[src/rtl/imem_program_loader_pkg.sv]
// rtl/imem_program_loader_pkg.sv - shared widths, IMEM depth and FSM state encoding for the program loader
package imem_program_loader_pkg;

  localparam int BYTE_W     = 8;
  localparam int WORD_W     = 16;
  localparam int ADDR_W     = 4;
  localparam int IMEM_DEPTH = 16;

  typedef enum logic [2:0] {
    S_IDLE,
    S_RX_HI,
    S_RX_LO,
    S_WRITE,
    S_CHECK,
    S_DONE
  } state_e;

endpackage

[src/rtl/imem_loader_byte_packer.sv]
// rtl/imem_loader_byte_packer.sv - byte handshake and high/low word assembly for the program loader
module imem_loader_byte_packer
  import imem_program_loader_pkg::*;
(
  input  logic              clk_i,
  input  logic              rst_i,
  input  logic              accept_i,
  input  logic              hi_sel_i,
  input  logic [BYTE_W-1:0] byte_i,
  input  logic              byte_valid_i,
  output logic              byte_ready_o,
  output logic              xfer_o,
  output logic [WORD_W-1:0] word_o
);

  logic [BYTE_W-1:0] hi_q, hi_d;

  assign byte_ready_o = accept_i;
  assign xfer_o       = byte_valid_i & accept_i;

  // The low byte is consumed straight off the bus on the edge it transfers.
  assign word_o = {hi_q, byte_i};

  always_comb begin
    hi_d = hi_q;
    if (xfer_o && hi_sel_i) begin
      hi_d = byte_i;
    end
  end

  always_ff @(posedge clk_i or posedge rst_i) begin
    if (rst_i) begin
      hi_q <= '0;
    end else begin
      hi_q <= hi_d;
    end
  end

endmodule

[src/rtl/imem_program_loader.sv]
// rtl/imem_program_loader.sv - streams bytes into 16-bit IMEM writes; IMEM_LOADER_CHECKSUM_EN adds a trailing checksum byte
module imem_program_loader
  import imem_program_loader_pkg::*;
#(
  parameter int WORD_COUNT = 16
) (
  input  logic              clk_i,
  input  logic              rst_i,
  input  logic              start_i,
  input  logic [BYTE_W-1:0] byte_in_i,
  input  logic              byte_valid_i,
  output logic              byte_ready_o,
  output logic              write_enable_o,
  output logic [ADDR_W-1:0] write_select_o,
  output logic [WORD_W-1:0] imem_input_o,
  output logic              busy_o,
  output logic              done_o,
  output logic              error_o
);

  localparam logic [ADDR_W-1:0] LAST_ADDR = ADDR_W'(WORD_COUNT - 1);

  state_e            state_q, state_d;
  logic [ADDR_W-1:0] addr_q, addr_d;
  logic [ADDR_W-1:0] sel_q, sel_d;
  logic [WORD_W-1:0] data_q, data_d;
  logic              accept;
  logic              xfer;
  logic [WORD_W-1:0] word;
  logic              start_ok;

  assign accept   = (state_q == S_RX_HI) || (state_q == S_RX_LO) || (state_q == S_CHECK);
  assign start_ok = start_i && ((state_q == S_IDLE) || (state_q == S_DONE));

  imem_loader_byte_packer u_packer (
    .clk_i        (clk_i),
    .rst_i        (rst_i),
    .accept_i     (accept),
    .hi_sel_i     (state_q == S_RX_HI),
    .byte_i       (byte_in_i),
    .byte_valid_i (byte_valid_i),
    .byte_ready_o (byte_ready_o),
    .xfer_o       (xfer),
    .word_o       (word)
  );

`ifdef IMEM_LOADER_CHECKSUM_EN
  localparam state_e AFTER_LAST = S_CHECK;

  logic [BYTE_W-1:0] csum_q, csum_d;
  logic              err_q, err_d;

  always_comb begin
    csum_d = csum_q;
    err_d  = err_q;
    if (start_ok) begin
      csum_d = '0;
      err_d  = 1'b0;
    end else if (xfer && (state_q == S_CHECK)) begin
      err_d = (byte_in_i != csum_q);
    end else if (xfer) begin
      csum_d = csum_q + byte_in_i;
    end
  end

  always_ff @(posedge clk_i or posedge rst_i) begin
    if (rst_i) begin
      csum_q <= '0;
      err_q  <= 1'b0;
    end else begin
      csum_q <= csum_d;
      err_q  <= err_d;
    end
  end

  assign error_o = err_q;
`else
  localparam state_e AFTER_LAST = S_DONE;

  assign error_o = 1'b0;
`endif

  always_comb begin
    state_d = state_q;
    addr_d  = addr_q;
    sel_d   = sel_q;
    data_d  = data_q;
    unique case (state_q)
      S_IDLE, S_DONE: begin
        if (start_ok) begin
          state_d = S_RX_HI;
          addr_d  = '0;
        end
      end
      S_RX_HI: begin
        if (xfer) state_d = S_RX_LO;
      end
      S_RX_LO: begin
        // Capture the write beat here so the strobe lands one edge after the low byte.
        if (xfer) begin
          state_d = S_WRITE;
          sel_d   = addr_q;
          data_d  = word;
        end
      end
      S_WRITE: begin
        if (addr_q == LAST_ADDR) begin
          state_d = AFTER_LAST;
        end else begin
          addr_d  = addr_q + 4'd1;
          state_d = S_RX_HI;
        end
      end
      S_CHECK: begin
        if (xfer) state_d = S_DONE;
      end
      default: state_d = S_IDLE;
    endcase
  end

  always_ff @(posedge clk_i or posedge rst_i) begin
    if (rst_i) begin
      state_q <= S_IDLE;
      addr_q  <= '0;
      sel_q   <= '0;
      data_q  <= '0;
    end else begin
      state_q <= state_d;
      addr_q  <= addr_d;
      sel_q   <= sel_d;
      data_q  <= data_d;
    end
  end

  assign write_enable_o = (state_q == S_WRITE);
  assign write_select_o = sel_q;
  assign imem_input_o   = data_q;
  assign busy_o         = (state_q == S_RX_HI) || (state_q == S_RX_LO) ||
                          (state_q == S_WRITE) || (state_q == S_CHECK);
  assign done_o         = (state_q == S_DONE);

endmodule

[config.mk]
export PLATFORM = sky130hd
export DESIGN_NAME = imem_program_loader
export DESIGN_NICKNAME = d
export VERILOG_FILES = /design/src/rtl/imem_program_loader_pkg.sv /design/src/rtl/imem_loader_byte_packer.sv /design/src/rtl/imem_program_loader.sv
export SDC_FILE = /design/constraint.sdc
export NUM_CORES = 1
export LEC_CHECK = 0
export ABC_CLOCK_PERIOD_IN_PS = 2400
export BUFFER_PORTS_ARGS = -buffer_cell sky130_fd_sc_hd__buf_4
export CORE_MARGIN = 10
export CORE_UTILIZATION = 49
export CTS_BUF_LIST = sky130_fd_sc_hd__clkbuf_4 sky130_fd_sc_hd__clkbuf_8
export DETAILED_ROUTE_END_ITERATION = 16
export GPL_ROUTABILITY_DRIVEN = 0
export MAX_ROUTING_LAYER = met4
export PLACE_DENSITY = 0.82
export SLEW_MARGIN = 20
export SYNTH_ARGS = -nofsm -noshare
export SYNTH_HDL_FRONTEND = slang
export SYNTH_SLANG_ARGS = --single-unit
export TNS_END_PERCENT = 1
[constraint.sdc]
create_clock -name clk_i -period 2.4 [get_ports clk_i]
set_input_delay 0.12 -clock clk_i [delete_from_list [all_inputs] [get_ports clk_i]]
set_output_delay 0.12 -clock clk_i [all_outputs]
set_load 0.01 [all_outputs]
=== Word-level counts from Yosys, hierarchy flattened ===
Index checks and enable logic that the tools add are counted.

* Register bits: 35
* Bits in latches: 0
* RAM bits: 0
* ROM bits: 0
* Input port bits: 12
* Output and inout bits: 25
* Logic and storage cells: 40
* Memories: 0

* $add $sub $neg: 1
* Multipliers: 0
* Divide/modulo/power cells: 0
* Magnitude comparators: 0
* Equal/unequal tests: 11
* Shift operators: 0
* Muxes and demuxes: 9
* Bitwise gates (word level): 1
* Reductions and logical operators: 13

{| class="wikitable"
|+ Operators by type and width
! kind !! count
|-
| $mux 3 || 5
|-
| $pmux 3 s5 || 1
|-
| $mux 4 || 2
|-
| $pmux 4 s2 || 1
|-
| $eq 3x2->1 const B || 2
|-
| $eq 3x3->1 const B || 2
|-
| $ne 2x2->1 const B || 3
|-
| $logic_or 1x1->1 || 5
|-
| $add 4x1->4 const B || 1
|-
| $eq 4x4->1 const B || 1
|-
| $ne 2x1->1 const B || 2
|-
| $reduce_and 4->1 || 1
|-
| $eq 3x1->1 const B || 1
|-
| $logic_not 3->1 || 1
|-
| $reduce_and 3->1 || 1
|-
| $logic_and 1x1->1 || 2
|-
| $reduce_and 2->1 || 1
|-
| $reduce_bool 2->1 || 1
|-
| $reduce_or 2->1 || 1
|-
| $and 1x1->1 || 1
|}

=== Logic depth before layout (Yosys ltp) ===
* Depth in word-level cells: 6
* Mapped depth: 5
* Mapped depth without buffers: 4

=== Cells and area by module ===
From an unflattened synthesis, not the netlist that was laid out.

* Cells, all modules: 120
* Area, all modules: 1716.6 um2

{| class="wikitable"
|+ By module, submodules not included
! module !! instances !! cells each !! area each (um2) !! sequential area each (um2)
|-
| imem_program_loader || 1 || 92 || 1330.0 || 675.6
|-
| imem_loader_byte_packer || 1 || 28 || 386.6 || 200.2
|}

=== Worst setup path after synthesis ===
OpenSTA, ideal clock, no wires.

* Path type: register to register
* Start point: reg state_q[0]
* End point: reg data_q[0] (netlist: imem_input_o[0])
* Setup time: 0.125 ns
* Arrival: 1.189 ns
* Required time: 2.275 ns
* Setup slack: 1.086 ns
* Stages on the path, launching flop included: 4
* Path buffers: 1
* Period minus slack after synthesis: 1.314 ns
* Cell sequence: dfrtp_1 and4bb_1 buf_6 mux2_4

* Cells in the longest elaborated chain, start to end: 5
* Elaborated cells between the ends (all ways): 7
* Classes of those cells: eq/ne (3); bitwise (1); reduce/logical (3)

{| class="wikitable"
|+ Ends and longest elaborated chain
! item !! RTL line !! text
|-
| start: declaration || imem_program_loader.sv:23 || <nowiki>state_e state_q, state_d;</nowiki>
|-
| start signal: assignment || imem_program_loader.sv:128 || <nowiki>state_q <= state_d;</nowiki>
|-
| $eq 3x1->1 or $eq 3x2->1 (tied branches) || imem_program_loader.sv:32, imem_program_loader.sv:88 ||
|-
| $logic_or 1x1->1 (2 in series) || imem_program_loader.sv:32 || <nowiki>assign accept = (state_q == S_RX_HI) || (state_q == S_RX_LO) || (state_q == S_CHECK);</nowiki>
|-
| $and 1x1->1 || imem_loader_byte_packer.sv:19 || <nowiki>assign xfer_o = byte_valid_i & accept_i;</nowiki>
|-
| $reduce_and 2->1 (no line) * || -- ||
|-
| end signal: assignment || imem_program_loader.sv:131 || <nowiki>data_q <= data_d;</nowiki>
|-
| end: declaration || imem_program_loader.sv:26 || <nowiki>logic [WORD_W-1:0] data_q, data_d;</nowiki>
|}

Mark *: on every way between the ends. The rest lies on a longest branch, timed or not.
A chain may end at the register's enable or synchronous reset.

=== Worst setup path after layout ===
* Start point: reg state_q[2]
* End point: out busy_o

* Cells in the longest elaborated chain, start to end: 4
* Elaborated cells between the ends (all ways): 7
* Classes of those cells: eq/ne (4); reduce/logical (3)

{| class="wikitable"
|+ Ends and longest elaborated chain
! item !! RTL line !! text
|-
| $eq 3x1->1 or $eq 3x2->1 (tied branches) || imem_program_loader.sv:138 || <nowiki>assign busy_o = (state_q == S_RX_HI) || (state_q == S_RX_LO) ||</nowiki>
|-
| $logic_or 1x1->1 (2 in series) || imem_program_loader.sv:138 ||
|-
| $logic_or 1x1->1 * || imem_program_loader.sv:139 || <nowiki>(state_q == S_WRITE) || (state_q == S_CHECK);</nowiki>
|-
| end: declaration || imem_program_loader.sv:16 || <nowiki>output logic busy_o,</nowiki>
|}

Marks and branches as above.

==> flow_metrics.tcl <==
set metrics [dict create \
    drv_cap 0 \
    path_class "flip-flop to output pin" \
    top_level_ports 37 \
    critPathMaxFanout 13 \
    dp.cells 185 \
    synth_cells 110 \
    leakage_nw 1.014 \
    hold_viol 0 \
    fin_cells 202 \
    setup_tns_ns 0 \
    ant_nets 0 \
    antenna_found_initial 0 \
    synthesis.area_mm2 0.001617 \
    antenna_cells 0 \
    reg2reg_to "imem_input_o[15]" \
    cts_made_buffers 5 \
    seq_area_um2 875.8 \
    grt_pass1_vias 1051 \
    grtUsageTotal_pct 11.78 \
    yosysUniqueCellTypes 32 \
    fin_area_mm2 0.002076 \
    fp.coreArea_mm2 0.003103 \
    synth_seq_area_share_pct 54.18 \
    startpoint_type "flip-flop" \
    timing.rr.start "state_q[2]" \
    syn_to_final_growth_pct 28.41 \
    clk_latency_ns 0.36 \
    root_buffer "clkbuf_4" \
    setup-violations-final 0 \
    synth-edff-count 0 \
    finalClockSkew_ns 0.01456 \
    rsz0062_at_grt "false" \
    cts_buffer_depth 2 \
    layout-drive-gt1-share_pct 48.10 \
    whs_ns 0.08379 \
    fillers 254 \
    post-dp-hpwl_um 2359 \
    cp.arrival_ns 1.59 \
    rr_worst_depth 3 \
    post_cts_buffers 0 \
    worstHoldPathCells 4 \
    synth.avg_cell_area_um2 14.70 \
    dr.pass1.iters 4 \
    hp-start "start_i" \
    clkTransAtPathRegs_ns 0.10 \
    die_height_um 77.44 \
    start_util_pct 52.10 \
    crit_path_end_kind "output pin" \
    place_area_mm2 0.001899 \
    critical_path_required_ns 2.28 \
    slew_viol_final 0 \
    drcViolationCount 0 \
    ys_ff_latch 35 \
    max_freq_ghz 0.5838 \
    fin_nets 170 \
    final_util_pct 66.90 \
    ys_async_sr_fraction_pct 100.0 \
    die_w_um 77.44 \
    yosys_warnings 0 \
    hold_end "state_q[2]" \
    ff2ff_setup_slack_ns 0.72 \
    post_cts_resized 0 \
    grt_pass1_wl_um 5368 \
    cts.sinks 35 \
    first_iter_violations 65 \
    wirelength_um 3426 \
    rows 20 \
    cts_tree "yes" \
    dieArea_mm2 0.005996 \
    numPortBuffers 35 \
    via_count 1002 \
    synth_fp_nets 123 \
    viasPerCell 4.960 \
    ir_drop_v 0.0007382 \
    grt_max_degree 36 \
    power.density_mw_per_mm2 1258 \
    multiInputGateArea_um2 679.4 \
    hold_class "input pin to flip-flop" \
    min_period_over_period_pct 71.37 \
    grt-ovfl-total 0 \
    outcome "completed" \
    wire_per_inst_um 16.96 \
    synth-main-ff-cell "dfrtp_1" \
    post-route-min-period_ns 1.713 \
    htreeDepth 2 \
]
-- layout by cell type, fill, tap and decap left out, drive strengths merged --
| cell type | count |
|---|---|
| or2 | 1 |
| dfrtp | 35 |
| mux2i | 2 |
| dlygate4sd3 | 9 |
| clkbuf | 6 |
| o21ai | 5 |
| nand2b | 4 |
| nor2b | 1 |
| buf | 37 |
| o22ai | 3 |
| ha | 1 |
| a31o | 1 |
| clkinv | 1 |
| o211a | 1 |
| nand4b | 1 |
| nor2 | 2 |
| mux2 | 28 |
| and3 | 1 |
| or3 | 1 |
| nand2 | 2 |
| a21oi | 1 |
| conb | 1 |
| o21a | 1 |
| nand3b | 3 |
| and4bb | 1 |
| bufinv | 1 |
| inv | 3 |
| xor2 | 2 |
| and3b | 1 |
| nand3 | 2 |
-- through the flow --
step | worst slack [ns] | power, mW
final | 0.6870 | 2.612
after global routing | 0.5435 | 2.775
after CTS | 0.6613 | 2.639
after detailed placement | 0.7269 | 2.172
after global placement | 0.7750 | 2.110
after floorplan | 1.086 | 1.730
-- worst max path at each step --
stage          slack [ns]  depth (start not counted)       start               to
2_1_floorplan        1.09                          3  state_q[0]  imem_input_o[0]
3_3_place_gp         0.78                          3  state_q[2]  imem_input_o[9]
3_5_place_dp         0.73                          3  state_q[2]  imem_input_o[7]
4_1_cts              0.66                          4  state_q[2]           busy_o
5_1_grt              0.54                          4  state_q[2]           busy_o
6_report             0.69                          4  state_q[2]           busy_o
-- cells by family after synthesis --
kind of cell	Yosys count	synth area share, %
other	1	0.2320
xor gates and xnor gates	2	1.084
and+or+nand+nor	20	9.908
AOI/OAI and AO/OA	12	4.644
adders and majority gates	1	0.7739
buffers and inverters	9	3.792
muxes	30	25.39
DFF	35	54.18
-- Yosys cell counts (all sizes together) (2+ instances only) --
master / n / share of area, %
buf: 6 / 3.1
xor2: 2 / 1.1
nand3: 2 / 0.62
nor2: 2 / 1.5
nand2b: 4 / 1.5
o22ai: 3 / 1.2
dfrtp: 35 / 54
mux2: 28 / 24
inv: 3 / 0.70
nand2: 2 / 0.46
o21ai: 5 / 1.5
nand3b: 3 / 2.4
mux2i: 2 / 1.2
-- critical path, cell delays in order (launching register included) --
cell      delay, ns
dfrtp_1        0.65
o21ai_0        0.17
o21a_1         0.15
nand2b_1       0.14
buf_4          0.14
-- where the power goes --
part | switching [mW] | total (mW) | internal [mW]
clock network | 0.212 | 0.458 | 0.246
registers | 0.212 | 1.06 | 0.852
logic | 0.411 | 1.09 | 0.679
-- timing repair --
item	4_1_cts	5_1_grt
hold endpoints to repair	42	1
hold buffers	8	1
setup endpoints to repair	0	0
-- layout make-up --
cell class / instances / share of cell area, %
Inverter: 3 / 0.5425
Clock inverter: 2 / 1.688
Timing Repair Buffer: 46 / 17.72
Tap cell: 44 / 2.652
Clock buffer: 6 / 2.471
Sequential cell: 35 / 42.19
Multi-Input combinational cell: 66 / 32.73
-- sequential cells by signal, indices dropped and copies added, names as in the netlist --
signal and count:
addr_q 4, imem_input_o 16, state_q 3, u_packer.hi_q 8, write_select_o 4
-- routing by layer --
layer | vias to the layer above | GRT usage, % | routed length, µm
met5 | - | - | 0
met4 | 0 | 5.474 | 58
met3 | 8 | 5.300 | 189
met2 | 34 | 18.23 | 1642
met1 | 483 | 12.72 | 1536
li1 | 477 | - | -
(Power assumes the default switching activity.)
